## src/rtl/inst_encoder_loader.sv

```systemverilog
// Streaming RV32I encoder/loader: packs decoded field bundles into 32-bit instruction words
// and writes them to instruction memory at an auto-incrementing word address.
module inst_encoder_loader #(
    parameter int INST_WIDTH = 32,
    parameter int ADDR_WIDTH = 10,
    parameter int MEM_DEPTH  = 1024
) (
    input  logic                  clk_i,
    input  logic                  rst_ni,
    input  logic                  start_i,
    input  logic [ADDR_WIDTH-1:0] base_addr_i,
    input  logic                  valid_i,
    output logic                  ready_o,
    input  logic [6:0]            opcode_i,
    input  logic [2:0]            funct3_i,
    input  logic [6:0]            funct7_i,
    input  logic [4:0]            rd_i,
    input  logic [4:0]            rs1_i,
    input  logic [4:0]            rs2_i,
    input  logic [31:0]           imm_i,
    input  logic                  last_i,
    output logic                  mem_we_o,
    output logic [ADDR_WIDTH-1:0] mem_addr_o,
    output logic [INST_WIDTH-1:0] mem_wdata_o,
    output logic                  busy_o,
    output logic                  done_o,
    output logic [ADDR_WIDTH:0]   count_o,
    output logic                  err_o,
    output logic [2:0]            dbg_state_o
);

    // Handshake: a bundle is consumed on a rising edge where valid_i and ready_o are both high;
    // ready_o depends only on the FSM state, never on valid_i.
    localparam logic [2:0] S_IDLE  = 3'd0;
    localparam logic [2:0] S_LOAD  = 3'd1;
    localparam logic [2:0] S_WRITE = 3'd2;
    localparam logic [2:0] S_DONE  = 3'd3;
    localparam logic [2:0] S_ERROR = 3'd4;

    localparam logic [6:0] OP_R      = 7'b0110011;
    localparam logic [6:0] OP_IMM    = 7'b0010011;
    localparam logic [6:0] OP_LOAD   = 7'b0000011;
    localparam logic [6:0] OP_JALR   = 7'b1100111;
    localparam logic [6:0] OP_FENCE  = 7'b0001111;
    localparam logic [6:0] OP_SYSTEM = 7'b1110011;
    localparam logic [6:0] OP_STORE  = 7'b0100011;
    localparam logic [6:0] OP_BRANCH = 7'b1100011;
    localparam logic [6:0] OP_LUI    = 7'b0110111;
    localparam logic [6:0] OP_AUIPC  = 7'b0010111;
    localparam logic [6:0] OP_JAL    = 7'b1101111;

    localparam logic [ADDR_WIDTH-1:0] LAST_ADDR = ADDR_WIDTH'(MEM_DEPTH - 1);

    logic [2:0]            r_state;
    logic [ADDR_WIDTH-1:0] r_ptr;
    logic [ADDR_WIDTH:0]   r_count;
    logic [INST_WIDTH-1:0] r_word;
    logic                  r_last;

    logic [INST_WIDTH-1:0] w_word;
    logic                  w_legal;

    always_comb begin
        w_word  = '0;
        w_legal = 1'b1;
        case (opcode_i)
            OP_R:
                w_word = {funct7_i, rs2_i, rs1_i, funct3_i, rd_i, opcode_i};
            OP_IMM: begin
                // Shift-immediates carry funct7 in the upper immediate bits
                if (funct3_i == 3'b001 || funct3_i == 3'b101)
                    w_word = {funct7_i, imm_i[4:0], rs1_i, funct3_i, rd_i, opcode_i};
                else
                    w_word = {imm_i[11:0], rs1_i, funct3_i, rd_i, opcode_i};
            end
            OP_LOAD, OP_JALR, OP_FENCE, OP_SYSTEM:
                w_word = {imm_i[11:0], rs1_i, funct3_i, rd_i, opcode_i};
            OP_STORE:
                w_word = {imm_i[11:5], rs2_i, rs1_i, funct3_i, imm_i[4:0], opcode_i};
            OP_BRANCH: begin
                w_word  = {imm_i[12], imm_i[10:5], rs2_i, rs1_i, funct3_i,
                           imm_i[4:1], imm_i[11], opcode_i};
                w_legal = ~imm_i[0];
            end
            OP_LUI, OP_AUIPC:
                w_word = {imm_i[31:12], rd_i, opcode_i};
            OP_JAL: begin
                w_word  = {imm_i[20], imm_i[10:1], imm_i[11], imm_i[19:12], rd_i, opcode_i};
                w_legal = ~imm_i[0];
            end
            default:
                w_legal = 1'b0;
        endcase
    end

    always_ff @(posedge clk_i or negedge rst_ni) begin
        if (!rst_ni) begin
            r_state <= S_IDLE;
            r_ptr   <= '0;
            r_count <= '0;
            r_word  <= '0;
            r_last  <= 1'b0;
        end else begin
            case (r_state)
                S_IDLE, S_ERROR: begin
                    if (start_i) begin
                        r_state <= S_LOAD;
                        r_ptr   <= base_addr_i;
                        r_count <= '0;
                    end
                end
                S_LOAD: begin
                    if (valid_i) begin
                        if (w_legal) begin
                            r_word  <= w_word;
                            r_last  <= last_i;
                            r_state <= S_WRITE;
                        end else begin
                            r_state <= S_ERROR;
                        end
                    end
                end
                S_WRITE: begin
                    r_count <= r_count + (ADDR_WIDTH+1)'(1);
                    // The pointer saturates at the top word so it never wraps to 0
                    if (r_ptr != LAST_ADDR)
                        r_ptr <= r_ptr + ADDR_WIDTH'(1);
                    if (r_last)
                        r_state <= S_DONE;
                    else if (r_ptr == LAST_ADDR)
                        r_state <= S_ERROR;
                    else
                        r_state <= S_LOAD;
                end
                S_DONE:  r_state <= S_IDLE;
                default: r_state <= S_IDLE;
            endcase
        end
    end

    assign ready_o     = (r_state == S_LOAD);
    assign mem_we_o    = (r_state == S_WRITE);
    assign mem_addr_o  = r_ptr;
    assign mem_wdata_o = r_word;
    assign busy_o      = (r_state == S_LOAD) || (r_state == S_WRITE);
    assign done_o      = (r_state == S_DONE);
    assign count_o     = r_count;
    assign err_o       = (r_state == S_ERROR);
    assign dbg_state_o = r_state;

endmodule

```

## config.mk

```make
export PLATFORM = sky130hd
export DESIGN_NAME = inst_encoder_loader
export DESIGN_NICKNAME = d
export VERILOG_FILES = /design/src/rtl/inst_encoder_loader.sv
export SDC_FILE = /design/constraint.sdc
export NUM_CORES = 1
export LEC_CHECK = 0
export CORE_MARGIN = 3
export CORE_UTILIZATION = 45
export CTS_BUF_LIST = sky130_fd_sc_hd__clkbuf_4
export DETAILED_ROUTE_END_ITERATION = 8
export DONT_BUFFER_PORTS = 1
export PLACE_DENSITY_LB_ADDON = 0.25
export SLEW_MARGIN = 40
export SYNTH_ARGS = -nofsm -noshare
export SYNTH_HDL_FRONTEND = slang
export SYNTH_SLANG_ARGS = --single-unit
```

## constraint.sdc

```tcl
create_clock -name clk_i -period 2.47 [get_ports clk_i]
set_clock_uncertainty 0.2 [all_clocks]
set_input_delay 0.247 -clock clk_i [delete_from_list [all_inputs] [get_ports clk_i]]
set_output_delay 0.247 -clock clk_i [all_outputs]
set_load 0.02 [all_outputs]
```

==> flow_summary.toml, run 1 <==
[status]
run_status = "finished, final reports clean"

[clocking]
cts.sinks = 57
cts_max_level = 3
cts_tree = "yes"
postCtsResizedCells = 0
cts_inserted_buffers = 9
worstSkewPairLatency_ps = 400
ctsLongestPathBuffers = 2
cts_root_buffer = "clkbuf_4"
worst_setup_hold_path_clk_slew_ps = 110

[drt]
routed_wl_mm = 10.9
route.vias.total = 3477
drt_drc_violations_left = 0
ant_nets = 0
detail_route.first_pass.iterations = 6
detail_route.vias_per_cell = 6.21
detail_route.wl_per_cell_um = 19.4
detailedRoute.firstIterationViolations = 261

[final_layout]
layout.cell_area.non_filler_sq_mm = 0.00442
num-nets-final = 540
final_layout_size_suffix_gt1_share_pct = 13.4
area_delta_synth_final_pct = 33.4
antenna_fix_cells = 0

[sta]
period_needed_ps = 2300
final-setup-viol-count = 0
layout_worst_path_cycle_share_pct = 93.0
maxSlewViolCount = 0
setup_ws_ps = 173
achievable-frequency_mhz = 435
max_transition_margin_pct = 63.1
fin_tns_setup_ps = 0
timing.final.hold_violations = 0
tightestPinTransition_ps = 553
grt_setup_unrepaired = "false"

[synth]
synth_fp_nets = 455
syn_inst_count = 374
synth_async_sr_flop_share_pct = 100
synth_simple_gate_area_share_pct = 18.4
yosysWarningCount = 0
post_synth_mux_area_share_pct = 5.66
synth.yosys.seq_area_share_pct = 43.0
synth_cell_types = 58
share_of_synthesized_cell_area_in_full_adder_half_adder_and_majority_cells_pct = 0.755
synth-xor-area-share_pct = 0.793
synth_area_per_cell_sq_um = 8.86
netlist_top_cells_area = "dfrtp_1 (43%), o21ai_0 (8.9%), mux2_2 (4.4%)"
synth_flop_cell = "dfrtp_1"
dominant_combinational_cell_family_by_area_after_synthesis = "compound AO/OA/AOI/OAI gates"
synth-compound-area-share_pct = 27.0
yosys.area.top_type = "dfrtp_1"
ys_seq_elements = 57
syn-cell-area_sq_mm = 0.00331
post-synth-top-area-fraction_pct = 43.0
synth-edff-count = 0

[setup_path]
critPathMaxFanout = 13
worstPathRequired_ps = 2560
criticalPathCategory = "flop to flop"
worst-r2r-setup-slack_ps = 170
arrival_ps = 2390
crit_path_end_kind = "flop"
start_kind = "flop"

[pwr]
p_leak_nw = 1.87
peak_supply_drop_mv = 0.295
power_density_mw_per_mm2 = 636

[placed_design]
placed_cell_area_sq_mm = 0.00350
port_buffers = 0
dp_worst_setup_slack_ps = 374
dp.final_hpwl_mm = 7.01
gp_congestion = 0.862

[job]
cap_viol_max_count = 0

[global_route]
grt_start_max_net_pins = 58
grt_overflow_total = 0
total_track_usage_pct = 25.7
grt_pass1_wl_mm = 17.5
antenna_found_initial = 0
via_count_of_the_first_global_routing_pass = 3510

[die]
fp.dieW_um = 91.8
top_level_ports = 140
floorplan.rows = 30
core-area_sq_mm = 0.00698
start_util_pct = 47.5
chipHeight_um = 91.8
design.die.area_sq_mm = 0.00843

[min_path]
holdCritPathClass = "primary input to flop"
## cell usage in the layout (no fill, tap or decap), types with 3 or more instances in the layout
| master | synthesis | layout |
|---|---|---|
| xor2_1 | 3 | 3 |
| or2_2 | 3 | 3 |
| dfrtp_1 | 57 | 57 |
| mux2i_1 | 3 | 3 |
| nor3b_1 | 3 | 3 |
| nand2_1 | 39 | 39 |
| o31ai_1 | 5 | 5 |
| buf_4 | 0 | 23 |
| o21ai_0 | 59 | 59 |
| a31oi_1 | 10 | 10 |
| nand3_1 | 15 | 15 |
| o211ai_1 | 3 | 3 |
| o22ai_1 | 6 | 6 |
| o221ai_1 | 4 | 4 |
| clkbuf_4 | 0 | 9 |
| a222oi_1 | 5 | 5 |
| a21o_1 | 3 | 3 |
| dlygate4sd3_1 | 0 | 74 |
| nor2_1 | 15 | 14 |
| nand2b_1 | 6 | 6 |
| and3_1 | 7 | 7 |
| a21oi_1 | 25 | 25 |
| nand4_1 | 8 | 8 |
| a22oi_1 | 8 | 8 |
| and2_1 | 3 | 3 |
| mux2_2 | 13 | 13 |
| inv_1 | 9 | 9 |
## power breakdown
group          leakage (nW)  switching, mW  internal, mW
logic                  1.04          0.304         0.331
clock network        0.0808          0.373         0.401
registers             0.746          0.324          1.08
## worst max-delay path: stages, from the launching register on
cell	delay, ps
dfrtp_1	490
nor3b_2	310
nand3_1	160
nor2_2	120
buf_4	230
a31oi_1	110
dlygate4sd3_1	560
## synth_stat cells, types with 4 or more instances
cell,instances
a21oi_1,25
a222oi_1,5
a22oi_1,8
a31oi_1,10
and3_1,7
buf_2,13
clkbuf_1,10
dfrtp_1,57
inv_1,9
mux2_2,13
nand2_1,39
nand2b_1,6
nand3_1,15
nand4_1,8
nor2_1,15
o21ai_0,59
o221ai_1,4
o22ai_1,6
o31ai_1,5
## logic make-up after synthesis
logic type	after synthesis
compound gates	144
xor+xnor	3
fa+ha+maj	2
buf+inv	34
flops	57
mux	17
simple gates	117
## flip-flops by register name, indices dropped and copies added (netlist names)
register	count
mem_addr_o	10
dbg_state_o	3
r_last	1
mem_wdata_o	32
count_o	11
## through the flow
step | utilization, % | power, mW | hold WS, ps | cells
floorplan | - | 1.72 | -249 | 374
global placement | 50.2 | 1.85 | -247 | 469
detailed placement | 50.2 | 1.87 | -247 | 469
CTS | 63.4 | 2.82 | 2.87 | 560
global route | 63.4 | 2.96 | 6.15 | 560
finish | 63.4 | 2.81 | 16.8 | 560
## what timing repair did
item,in CTS,in global routing
endpoints found under the hold margin,99,0
setup endpoints to repair,0,0
hold buffers,75,0
buffers inserted,0,0
## path summary, 6_finish.rpt
kind | startpoint | to | cells past startpoint
hold / removal | opcode_i[6] | dbg_state_o[2] | 3
setup reg to reg | dbg_state_o[1] | mem_wdata_o[31] | 6
min in group asynchronous | rst_ni | count_o[7] | 2
max in group asynchronous | rst_ni | mem_wdata_o[2] | 2
hold reg to reg | dbg_state_o[2] | dbg_state_o[1] | 1
setup / recovery | dbg_state_o[1] | mem_wdata_o[31] | 6
## layer usage
| metal | vias up | wire, um | track usage, % |
|---|---|---|---|
| li1 | 1569 | - | - |
| met1 | 1681 | 4110 | 31.2 |
| met2 | 204 | 5450 | 42.4 |
| met3 | 23 | 1070 | 6.97 |
| met4 | 0 | 234 | 11.6 |
| met5 | - | 0 | 0 |
## cell type report
cell class                 instances  area (sq um)
sequential                        57          1430
timing repair buffer              98           941
tap                               96           120
fill                             603          2560
inverter                          10          37.5
clock inverter                     7          85.1
multi-input combinational        283          1750
clock buffer                       9          67.6
No activity file was read; power rests on OpenSTA's default activity.
==> inputs of run 2 (changes only) <==
CTS_CLUSTER_SIZE = 10   (was not set)
clock period = 1.8 ns   (was 2.47 ns; I/O delays follow)
==> flow_summary.toml, run 2 (synthesized netlist as in run 1, its figures left out) <==
[status]
run_status = "finished with violations"
failed_checks = "setup timing"

[setup_path]
criticalPathCategory = "flop to output port"
worstPathRequired_ps = 1420
arrival_ps = 1580
start_kind = "flop"
rr_startpoint = "dbg_state_o[1]"
critPathMaxFanout = 2
worst_r2r_path_depth = 7
crit_path_end_kind = "output port"
worstReg2RegEnd = "mem_wdata_o[15]"
worst-r2r-setup-slack_ps = -130

[final_layout]
area_delta_synth_final_pct = 65.3
most_common_cell_after_layout_fill_and_taps_aside = "dlygate4sd3_1"
antenna_fix_cells = 0
num-nets-final = 606
final_layout_size_suffix_gt1_share_pct = 32.1
core_occupancy_in_the_finished_layout_pct = 78.5
final_cells = 626
mostFrequentLayoutCells = "dlygate4sd3_1 (84), dfrtp_1 (53), buf_4 (53)"
largest_register_ffs = 32
layout.cell_area.non_filler_sq_mm = 0.00548

[pwr]
power_density_mw_per_mm2 = 792
p_leak_nw = 2.31
peak_supply_drop_mv = 0.414

[clocking]
cts.sinks = 57
cts_tree = "yes"
ctsLongestPathBuffers = 2
cts_root_buffer = "clkbuf_4"
cts_max_level = 3
cts_inserted_buffers = 9
worstSkewPairLatency_ps = 400
worst_setup_hold_path_clk_slew_ps = 100

[drt]
route.vias.total = 3883
detailedRoute.firstIterationViolations = 241
drt_drc_violations_left = 0
detail_route.first_pass.iterations = 5
ant_nets = 0
detail_route.wl_per_cell_um = 20.7
detail_route.vias_per_cell = 6.20
routed_wl_mm = 13.0

[die]
start_util_pct = 47.5
design.die.area_sq_mm = 0.00843
fp.dieW_um = 91.8
chipHeight_um = 91.8
core-area_sq_mm = 0.00698
floorplan.rows = 30
top_level_ports = 140

[placed_design]
dp.cells = 504
dp_worst_setup_slack_ps = -66.2
port_buffers = 0
placed_cell_area_sq_mm = 0.00389
gp_congestion = 0.932
dp.final_hpwl_mm = 7.22

[sta]
achievable-frequency_mhz = 510
grt_setup_unrepaired = "true"
setup_ws_ps = -159
timing.final.hold_violations = 0
max_transition_margin_pct = 60.4
period_needed_ps = 1960
maxSlewViolCount = 0
tightestPinTransition_ps = 592
final-setup-viol-count = 41
layout_worst_path_cycle_share_pct = 109
holdWs_ps = 21.2

[min_path]
hold_path.startpoint = "opcode_i[6]"
holdCritPathClass = "primary input to flop"
min_delay_worst_endpoint = "dbg_state_o[1]"
hold_depth = 3

[global_route]
grt_pass1_wl_mm = 19.7
antenna_found_initial = 0
grt_start_max_net_pins = 58
grt_overflow_total = 0
via_count_of_the_first_global_routing_pass = 3901
total_track_usage_pct = 29.3

[job]
cap_viol_max_count = 0
run 2: final cells by class:
| type | count | area (sq um) |
|---|---|---|
| Clock inverter | 7 | 109 |
| Inverter | 10 | 45.0 |
| Clock buffer | 9 | 67.6 |
| Timing Repair Buffer | 164 | 1600 |
| Sequential cell | 57 | 1430 |
| Fill cell | 463 | 1500 |
| Multi-Input combinational cell | 283 | 2110 |
| Tap cell | 96 | 120 |
run 2: worst max-delay path by stage:
stage	slack, ps	cells after the start	to	from
3_3_place_gp	-30	5	mem_addr_o[6]	dbg_state_o[1]
2_1_floorplan	-250	6	r_last	dbg_state_o[1]
4_1_cts	-200	5	busy_o	dbg_state_o[1]
6_report	-160	4	busy_o	dbg_state_o[0]
3_5_place_dp	-70	5	mem_addr_o[6]	dbg_state_o[1]
5_1_grt	-230	4	busy_o	dbg_state_o[0]
run 2: metrics by stage:
step / setup TNS, ps / total power, mW
2_1_floorplan: -5990 / 2.42
3_3_place_gp: -169 / 2.74
3_5_place_dp: -743 / 2.76
4_1_cts: -1970 / 4.20
5_1_grt: -4970 / 4.54
6_report: -2990 / 4.34
run 2: power by group:
| part | switching (mW) | internal [mW] | leakage (nW) | total [mW] |
|---|---|---|---|---|
| Clock | 0.501 | 0.690 | 0.0887 | 1.19 |
| Combinational | 0.679 | 0.650 | 1.48 | 1.33 |
| Sequential | 0.331 | 1.48 | 0.742 | 1.82 |
run 2: critical path, cell delays in order (launching register included):
cell	delay, ps
dfrtp_2	430
or3b_4	450
buf_8	150
nand2b_4	60
buf_6	110
run 2: timing repair:
| item | CTS | global route |
|---|---|---|
| resized for setup | 46 | 57 |
| hold buffers | 86 | 2 |
| setup endpoints to repair | 46 | 58 |
| hold endpoints to repair | 103 | 2 |
| setup buffers | 12 | 6 |
| pin swaps | 13 | 24 |
| cloned | 2 | 0 |
run 2: layer usage:
metal / wire length [um] / share of wire, % / global-route usage (%) / up-vias
met4: 511 / 3.9 / 15.0 / 0
li1: - / - / - / 1717
met1: 4690 / 36 / 32.5 / 1899
met3: 1060 / 8.2 / 9.27 / 57
met2: 6720 / 52 / 50.5 / 210
met5: 0 / 0 / 0 / -
==> inputs of run 3 (changes only) <==
RECOVER_POWER = 50   (was not set)
==> flow_summary.toml, run 3 (synthesized netlist as in run 1, its figures left out) <==
[final_layout]
antenna_fix_cells = 0
num-nets-final = 606
area_delta_synth_final_pct = 64.7
mostFrequentLayoutCells = "dlygate4sd3_1 (84), dfrtp_1 (53), buf_4 (53)"
most_common_cell_after_layout_fill_and_taps_aside = "dlygate4sd3_1"
core_occupancy_in_the_finished_layout_pct = 78.2
largest_register_ffs = 32
final_layout_size_suffix_gt1_share_pct = 32.1
layout.cell_area.non_filler_sq_mm = 0.00546

[setup_path]
critPathMaxFanout = 3
worstPathRequired_ps = 1420
criticalPathCategory = "flop to output port"
crit_path_end_kind = "output port"
arrival_ps = 1580
start_kind = "flop"
worst_r2r_path_depth = 7

[pwr]
clock_power_share_pct = 27.4
netSwitchingPower_mw = 1.51
cellInternalPower_mw = 2.82
peak_supply_drop_mv = 0.415
power.sequential.fraction_pct = 41.9
p_leak_nw = 2.30
totalPowerFinal_mw = 4.33
switching_part_of_the_total_power_pct = 34.9
comb_power_share_pct = 30.7
power_density_mw_per_mm2 = 794

[global_route]
via_count_of_the_first_global_routing_pass = 3901
total_track_usage_pct = 29.3
grt_overflow_total = 0
antenna_found_initial = 0
grt_pass1_wl_mm = 19.7
grt_start_max_net_pins = 58

[die]
start_util_pct = 47.5
design.die.area_sq_mm = 0.00843
fp.dieW_um = 91.8
top_level_ports = 140
chipHeight_um = 91.8
floorplan.rows = 30
core-area_sq_mm = 0.00698

[drt]
routed_wl_mm = 13.0
detailedRoute.firstIterationViolations = 244
detail_route.vias_per_cell = 6.24
detail_route.wl_per_cell_um = 20.8
route.vias.total = 3908
drt_drc_violations_left = 0
detail_route.first_pass.iterations = 5
ant_nets = 0

[job]
cap_viol_max_count = 0

[clocking]
worstSkewPairLatency_ps = 400
cts_inserted_buffers = 9
cts.sinks = 57
cts_max_level = 3
ctsLongestPathBuffers = 2
cts_tree = "yes"
worst_setup_hold_path_clk_slew_ps = 110
cts_root_buffer = "clkbuf_4"

[sta]
maxSlewViolCount = 0
max_transition_margin_pct = 46.0
tightestPinTransition_ps = 810
layout_worst_path_cycle_share_pct = 109
timing.final.hold_violations = 0
grt_setup_unrepaired = "true"
period_needed_ps = 1960
holdWs_ps = 22.2
final-setup-viol-count = 43
setup_ws_ps = -165
achievable-frequency_mhz = 509

[placed_design]
dp_worst_setup_slack_ps = -66.2
dp.final_hpwl_mm = 7.22
placed_cell_area_sq_mm = 0.00389
port_buffers = 0
gp_congestion = 0.932

[min_path]
hold_depth = 3
holdCritPathClass = "primary input to flop"

[status]
run_status = "finished with violations"
failed_checks = "setup timing"
## run 3: cell count changes in the layout (fill, tap and decap cells not counted), sizes merged
cell,change
buf,-1
clkbuf,+1
## run 3: layout make-up
type                    instances  area (sq um)
multi-input cells             283          2110
repair buffers                164          1580
flip-flops and latches         57          1430
clock buffers                   9          67.6
well taps                      96           120
clock inverters                 7           109
fillers                       465          1520
inverters                      10          45.0
## run 3: worst max-delay path, stage by stage (launching register included)
cell and delay, ps:
dfrtp_2 440, buf_6 130, nor3b_4 200, buf_6 170
nand2b_4 130, buf_6 110
## run 3: routing by layer
layer	vias to the layer above	track usage, %	share of wire (%)
met1	1899	32.5	35
met4	0	15.0	4.4
met3	59	9.27	9.1
li1	1711	-	-
met2	239	50.5	51
met5	-	0	0
## run 3: final timing paths
check                                    start         endpoint  slack (ps)
max in group asynchronous               rst_ni   dbg_state_o[0]         540
worst min register to register      count_o[3]       count_o[3]         340
worst max register to register  dbg_state_o[1]  mem_wdata_o[15]        -130
min in group asynchronous               rst_ni  mem_wdata_o[11]         280
worst max-delay path            dbg_state_o[1]           busy_o        -160
worst min-delay path               opcode_i[6]   dbg_state_o[1]          20
## run 3: repair_timing
item / 4_1_cts / 5_1_grt
gates resized for setup: 46 / 57
endpoints found under the setup margin: 46 / 58
hold buffers: 86 / 2
endpoints found under the hold margin: 103 / 2
buffers inserted: 12 / 6
pin swaps: 13 / 24
cloned: 2 / 0
## run 3: power groups by stage
stage	logic [mW]	clock network [mW]	registers, mW
floorplan	0.514	0	1.90
global route	1.42	1.27	1.84
global placement	0.930	0	1.81
CTS	1.19	1.21	1.80
finish	1.33	1.19	1.82
detailed placement	0.947	0	1.82
## run 3: metrics by stage
stage | std cells | TNS [ps]
2_1_floorplan | 374 | -5990
3_3_place_gp | 504 | -169
3_5_place_dp | 504 | -743
4_1_cts | 620 | -1970
5_1_grt | 626 | -4970
6_report | 626 | -3110
